## config.mk

```make
export PLATFORM = sky130hd
export DESIGN_NAME = bus_decoder
export DESIGN_NICKNAME = d
export VERILOG_FILES = /design/src/rtl/bus_decoder_pkg.sv /design/src/rtl/bus_fault_capture.sv /design/src/rtl/bus_decoder.sv
export SDC_FILE = /design/constraint.sdc
export NUM_CORES = 1
export LEC_CHECK = 0
export ABC_CLOCK_PERIOD_IN_PS = 3750
export CORE_AREA = 2 2 131 133
export DETAILED_ROUTE_END_ITERATION = 10
export DIE_AREA = 0 0 133 135
export DONT_BUFFER_PORTS = 1
export HOLD_SLACK_MARGIN = 0.12
export SLEW_MARGIN = 20
export SYNTH_ARGS = -nofsm -noshare
export SYNTH_HDL_FRONTEND = slang
export SYNTH_SLANG_ARGS = --single-unit
```

## constraint.sdc

```tcl
create_clock -name clk_i -period 3.75 [get_ports clk_i]
set_input_delay 0.375 -clock clk_i [delete_from_list [all_inputs] [get_ports clk_i]]
set_output_delay 0.375 -clock clk_i [all_outputs]
set_load 0.005 [all_outputs]
```

## src/rtl/bus_decoder_pkg.sv

```systemverilog
// Shared address-map types and the default device window table for the CPU data bus.
// Windows match when (addr & mask) == base; unused table slots never match.
package common;

   typedef logic [31:0] word_t;

   typedef struct packed {
      word_t base;
      word_t mask;
   } dev_range_t;

   localparam int MAX_DEV = 16;

   typedef dev_range_t [MAX_DEV-1:0] dev_map_t;

   function automatic dev_map_t default_dev_map();
      dev_map_t m;
      // base with bits outside a zero mask can never match, so spare slots stay dead
      for (int i = 0; i < MAX_DEV; i++) begin
         m[i].base = 32'hFFFF_FFFF;
         m[i].mask = 32'h0000_0000;
      end
      m[0] = '{base: 32'h0000_0000, mask: 32'hF000_0000};  // BIOS
      m[1] = '{base: 32'h1000_0000, mask: 32'hF000_0000};  // RAM
      m[2] = '{base: 32'h2000_0000, mask: 32'hF000_0000};  // VRAM
      m[3] = '{base: 32'hFF00_0000, mask: 32'hFFFF_FFFF};  // display
      m[4] = '{base: 32'hFF00_0004, mask: 32'hFFFF_FFFF};  // switches
      m[5] = '{base: 32'hFF00_0008, mask: 32'hFFFF_FFFF};  // keyboard
      return m;
   endfunction

   localparam dev_map_t DEFAULT_DEV_MAP = default_dev_map();

endpackage

```

## src/rtl/bus_fault_capture.sv

```systemverilog
// Sticky capture of the first unmapped bus access plus a saturating unmapped-access counter.
module bus_fault_capture
   import common::*;
(
   input  logic        clk_i,
   input  logic        reset_i,
   input  logic        unmapped_i,
   input  logic        is_write_i,
   input  word_t       addr_i,
   input  logic        fault_clear_i,
   output logic        fault_o,
   output word_t       fault_addr_o,
   output logic        fault_write_o,
   output logic [15:0] fault_count_o
);

   logic        r_fault;
   word_t       r_addr;
   logic        r_write;
   logic [15:0] r_count;

   always_ff @(posedge clk_i or negedge reset_i) begin
      if (!reset_i) begin
         r_fault <= 1'b0;
         r_addr  <= '0;
         r_write <= 1'b0;
         r_count <= '0;
      end else if (unmapped_i) begin
         // a clear in the same cycle loses to the new fault
         if (!r_fault || fault_clear_i) begin
            r_fault <= 1'b1;
            r_addr  <= addr_i;
            r_write <= is_write_i;
         end
         if (fault_clear_i)
            r_count <= 16'd1;
         else if (r_count != 16'hFFFF)
            r_count <= r_count + 16'd1;
      end else if (fault_clear_i) begin
         r_fault <= 1'b0;
         r_addr  <= '0;
         r_write <= 1'b0;
         r_count <= '0;
      end
   end

   assign fault_o       = r_fault;
   assign fault_addr_o  = r_addr;
   assign fault_write_o = r_write;
   assign fault_count_o = r_count;

endmodule

```

## src/rtl/bus_decoder.sv

```systemverilog
// Memory-mapped bus decoder: window match, zero-latency write strobe steering,
// READ_LATENCY-deep read-return mux and unmapped-access fault capture.
module bus_decoder
   import common::*;
#(
   parameter int       N_DEV        = 6,
   parameter int       READ_LATENCY = 1,
   parameter dev_map_t DEV_MAP      = DEFAULT_DEV_MAP
) (
   input  logic                   clk_i,
   input  logic                   reset_i,
   input  logic [31:0]            addr_i,
   input  logic                   read_en_i,
   input  logic [3:0]             write_mask_i,
   output logic [N_DEV-1:0][3:0]  dev_write_mask_o,
   input  logic [N_DEV-1:0][31:0] dev_read_data_i,
   output logic [31:0]            read_data_o,
   output logic                   read_valid_o,
   input  logic                   fault_clear_i,
   output logic                   fault_o,
   output logic [31:0]            fault_addr_o,
   output logic                   fault_write_o,
   output logic [15:0]            fault_count_o
);

   localparam int IDX_W = (N_DEV > 1) ? $clog2(N_DEV) : 1;

   logic             w_hit;
   logic [IDX_W-1:0] w_idx;
   logic             w_is_write;
   logic             w_unmapped;

   // scan high to low so the lowest matching index is the one left standing
   always_comb begin
      w_hit = 1'b0;
      w_idx = '0;
      for (int i = N_DEV-1; i >= 0; i--) begin
         if ((addr_i & DEV_MAP[i].mask) == DEV_MAP[i].base) begin
            w_hit = 1'b1;
            w_idx = i[IDX_W-1:0];
         end
      end
   end

   always_comb begin
      for (int i = 0; i < N_DEV; i++)
         dev_write_mask_o[i] = (w_hit && (w_idx == i[IDX_W-1:0])) ? write_mask_i : 4'b0000;
   end

   assign w_is_write = |write_mask_i;
   assign w_unmapped = (read_en_i || w_is_write) && !w_hit;

   logic [READ_LATENCY-1:0]            r_vld_pipe;
   logic [READ_LATENCY-1:0]            r_hit_pipe;
   logic [READ_LATENCY-1:0][IDX_W-1:0] r_idx_pipe;

   always_ff @(posedge clk_i or negedge reset_i) begin
      if (!reset_i) begin
         r_vld_pipe <= '0;
         r_hit_pipe <= '0;
         r_idx_pipe <= '0;
      end else begin
         r_vld_pipe[0] <= read_en_i;
         r_hit_pipe[0] <= read_en_i && w_hit;
         r_idx_pipe[0] <= read_en_i ? w_idx : '0;
         for (int s = 1; s < READ_LATENCY; s++) begin
            r_vld_pipe[s] <= r_vld_pipe[s-1];
            r_hit_pipe[s] <= r_hit_pipe[s-1];
            r_idx_pipe[s] <= r_idx_pipe[s-1];
         end
      end
   end

   logic             w_tail_vld;
   logic             w_tail_hit;
   logic [IDX_W-1:0] w_tail_idx;

   assign w_tail_vld = r_vld_pipe[READ_LATENCY-1];
   assign w_tail_hit = r_hit_pipe[READ_LATENCY-1];
   assign w_tail_idx = r_idx_pipe[READ_LATENCY-1];

   // unmapped reads still pulse valid, but with zero data
   always_comb begin
      read_data_o = '0;
      for (int i = 0; i < N_DEV; i++)
         if (w_tail_vld && w_tail_hit && (w_tail_idx == i[IDX_W-1:0]))
            read_data_o = dev_read_data_i[i];
   end

   assign read_valid_o = w_tail_vld;

   bus_fault_capture u_fault (
      .clk_i         (clk_i),
      .reset_i       (reset_i),
      .unmapped_i    (w_unmapped),
      .is_write_i    (w_is_write),
      .addr_i        (addr_i),
      .fault_clear_i (fault_clear_i),
      .fault_o       (fault_o),
      .fault_addr_o  (fault_addr_o),
      .fault_write_o (fault_write_o),
      .fault_count_o (fault_count_o)
   );

endmodule

```

==> run metrics <==
largest net degree at the start of global routing 63; fmax 0.3500 GHz; Sw Ratio 28.69%; Die Span X 133 um; cell area after synthesis 0.004290 sq mm; status finished, final reports clean; wire per inst 23.21 um; final worst slack 892.6 ps; Initial Utilization 26.15%; Synth async-reset ratio 100.0%; cell taking the most area after synthesis dfrtp_1; pwr/cell area 294.3 mW/mm^2; worst slack, placed 1154 ps; Setup crit end kind output port; syn nets 765; total internal power 970.9 uW; Max clock buf depth 2; hold buffer count at cts 3; R2R Setup Slk 1330 ps; post-CTS sizing 0; Layout area overhead 7.845%; setup TNS 0 ps; Die Area 0.01796 sq mm; share of the synthesized area in the top cell type 32.08%; Post-Layout Cell Count 727; DP Area 0.004432 sq mm; row count 47; total CTS buffers 5; GR Util All Layers 17.09%; sequential standard cell area 0.001379 sq mm; fill count 1757; routed wire length 16.87 mm; Clock Latency Late Sink 290 ps; TritonCTS clock tree yes; Synth Instances 532; Final nets 738; HP Class input port to flip-flop; Switch Pwr 390.7 uW; Detailed Place HPWL 13.22 mm; Peak VDD IR 0.0001916 V; count leader, synth nand2_1; Main synth FF type dfrtp_1; syn avg cell area 8.065 sq um; top post-synthesis cells by area dfrtp_1 32%, mux2i_1 15%, nand2_1 6.6%; post-route cell area 0.004627 sq mm; Hold Violations, Final 0; remaining antenna violation count 0; vias in the first global route 3616; Seq/Total Area, Yosys 32.08%; Slew Viols, Final 0; Worst EP required 3380 ps; residual DRC count 0; combinational share of power 15.1%; layout cells sized above 1 4.545%; H-tree levels 2; Clock Sinks 55; Arrival @ worst endpoint 2480 ps; postcts setup bufs 0; CTS root buffer clkbuf_16; synth cell count leaders 75 x nand2_1, 65 x mux2i_1, 55 x dfrtp_1; area of the multi-input gates 0.002691 sq mm; YS warnings 0; Final period util 76.20%; startpoint types flip-flop; clock share of power 34.6%; critical path class flip-flop to output port; RSZ-0062 raised after global routing no; Die Ht 135 um; min cycle time layout 2857 ps; final setup vio count 0; Slew HR 41.74%; via count 3921; DR vias/cell 5.393; Leak Pwr 0.001612 uW; # port buffers 0; RePlAce Congestion 0.8564; first-pass GRT wire length 23.02 mm; Max-cap violations 0; dpl cells 715; Flop pwr share 50.3%; io pins 339; clk_skew 5.096 ps; CTS clk-pin slew, worst paths 70 ps; Post-Route Utilization 28.20%; GRT Residual Overflow 0; DRT Pass-1 Iters 5; FF+latch count, synth 55; first-iteration detailed-routing DRC count 211; worst-path maximum fanout 31; initial antenna violation count 1; Slew @ Worst Pin 869.2 ps; EDFF count, synth 0; Netlist cell types 47; floorplan core area 0.01641 sq mm
layout by cell type (no fill, tap or decap), drive strengths merged, types with 4 or more instances in the layout:
cell type / count
and2: 4
and3: 8
buf: 8
clkbuf: 5
dfrtp: 55
inv: 9
mux2i: 65
nand2: 75
nand2b: 35
nand3: 4
nor2: 25
nor3: 16
nor4: 12
o21a: 33
o21ai: 65
o22ai: 32
or4: 4
xnor2: 11
metal layers:
metal / share of wire, % / global-route usage [%]
met1: 37 / 19.14
met2: 49 / 29.07
met3: 11 / 7.132
met4: 2.9 / 6.452
met5: 0 / 0
final timing paths:
check,startpoint,end,cells past startpoint
worst max-delay path,r_idx_pipe[1],read_data_o[31],3
worst min-delay path,fault_clear_i,u_fault.fault_count_o[15],1
worst max register to register,u_fault.fault_count_o[0],u_fault.fault_count_o[9],7
worst min register to register,u_fault.fault_addr_o[12],u_fault.fault_addr_o[12],2
max in group asynchronous,reset_i,r_idx_pipe[1],2
min in group asynchronous,reset_i,u_fault.fault_addr_o[8],2
worst max-delay path: stages, from the launching register on:
cell and delay, ps:
dfrtp_2 600, buf_4 460, or3b_2 800, o21a_1 320
power groups by stage:
stage	Clock, uW	Combinational (uW)	Sequential (uW)
floorplan	0	172	677
global placement	0	189	697
detailed placement	0	193	695
CTS	487	210	685
global route	506	233	692
finish	471	206	685
registers in the layout, summed over array words and instances (netlist names):
register,cells
u_fault.fault_addr_o,32
u_fault.fault_count_o,16
u_fault.fault_o,1
r_idx_pipe,3
read_valid_o,1
u_fault.fault_write_o,1
r_hit_pipe,1
per-stage QoR:
step	hold WS [ps]	total power, uW
after CTS	133.1	1382
after global routing	128.6	1431
after detailed placement	81.58	888.0
after floorplan	79.41	848.5
after global placement	81.45	885.6
final	142.6	1362
kinds of logic (layout without fill, tap and decap cells):
kind of cell	after synthesis	count (layout)	share of synthesized area, %
AOI/OAI and AO/OA	145	145	20.88
xor gates and xnor gates	11	11	2.245
adders and majority gates	1	1	0.2916
buffers and inverters	53	27	5.307
DFF	55	55	32.08
muxes	65	65	15.16
other	0	1	0
and+or+nand+nor	202	202	24.03
layout make-up:
cell class / instances / area share [%]
multi-input cells: 424 / 58.17
repair buffers: 10 / 2.163
flip-flops and latches: 55 / 29.80
clock buffers: 5 / 2.704
inverters: 9 / 0.7301
diodes: 1 / 0.05408
clock inverters: 3 / 0.4327
well taps: 220 / 5.949
Note: power is estimated with default switching activity, not from simulation.
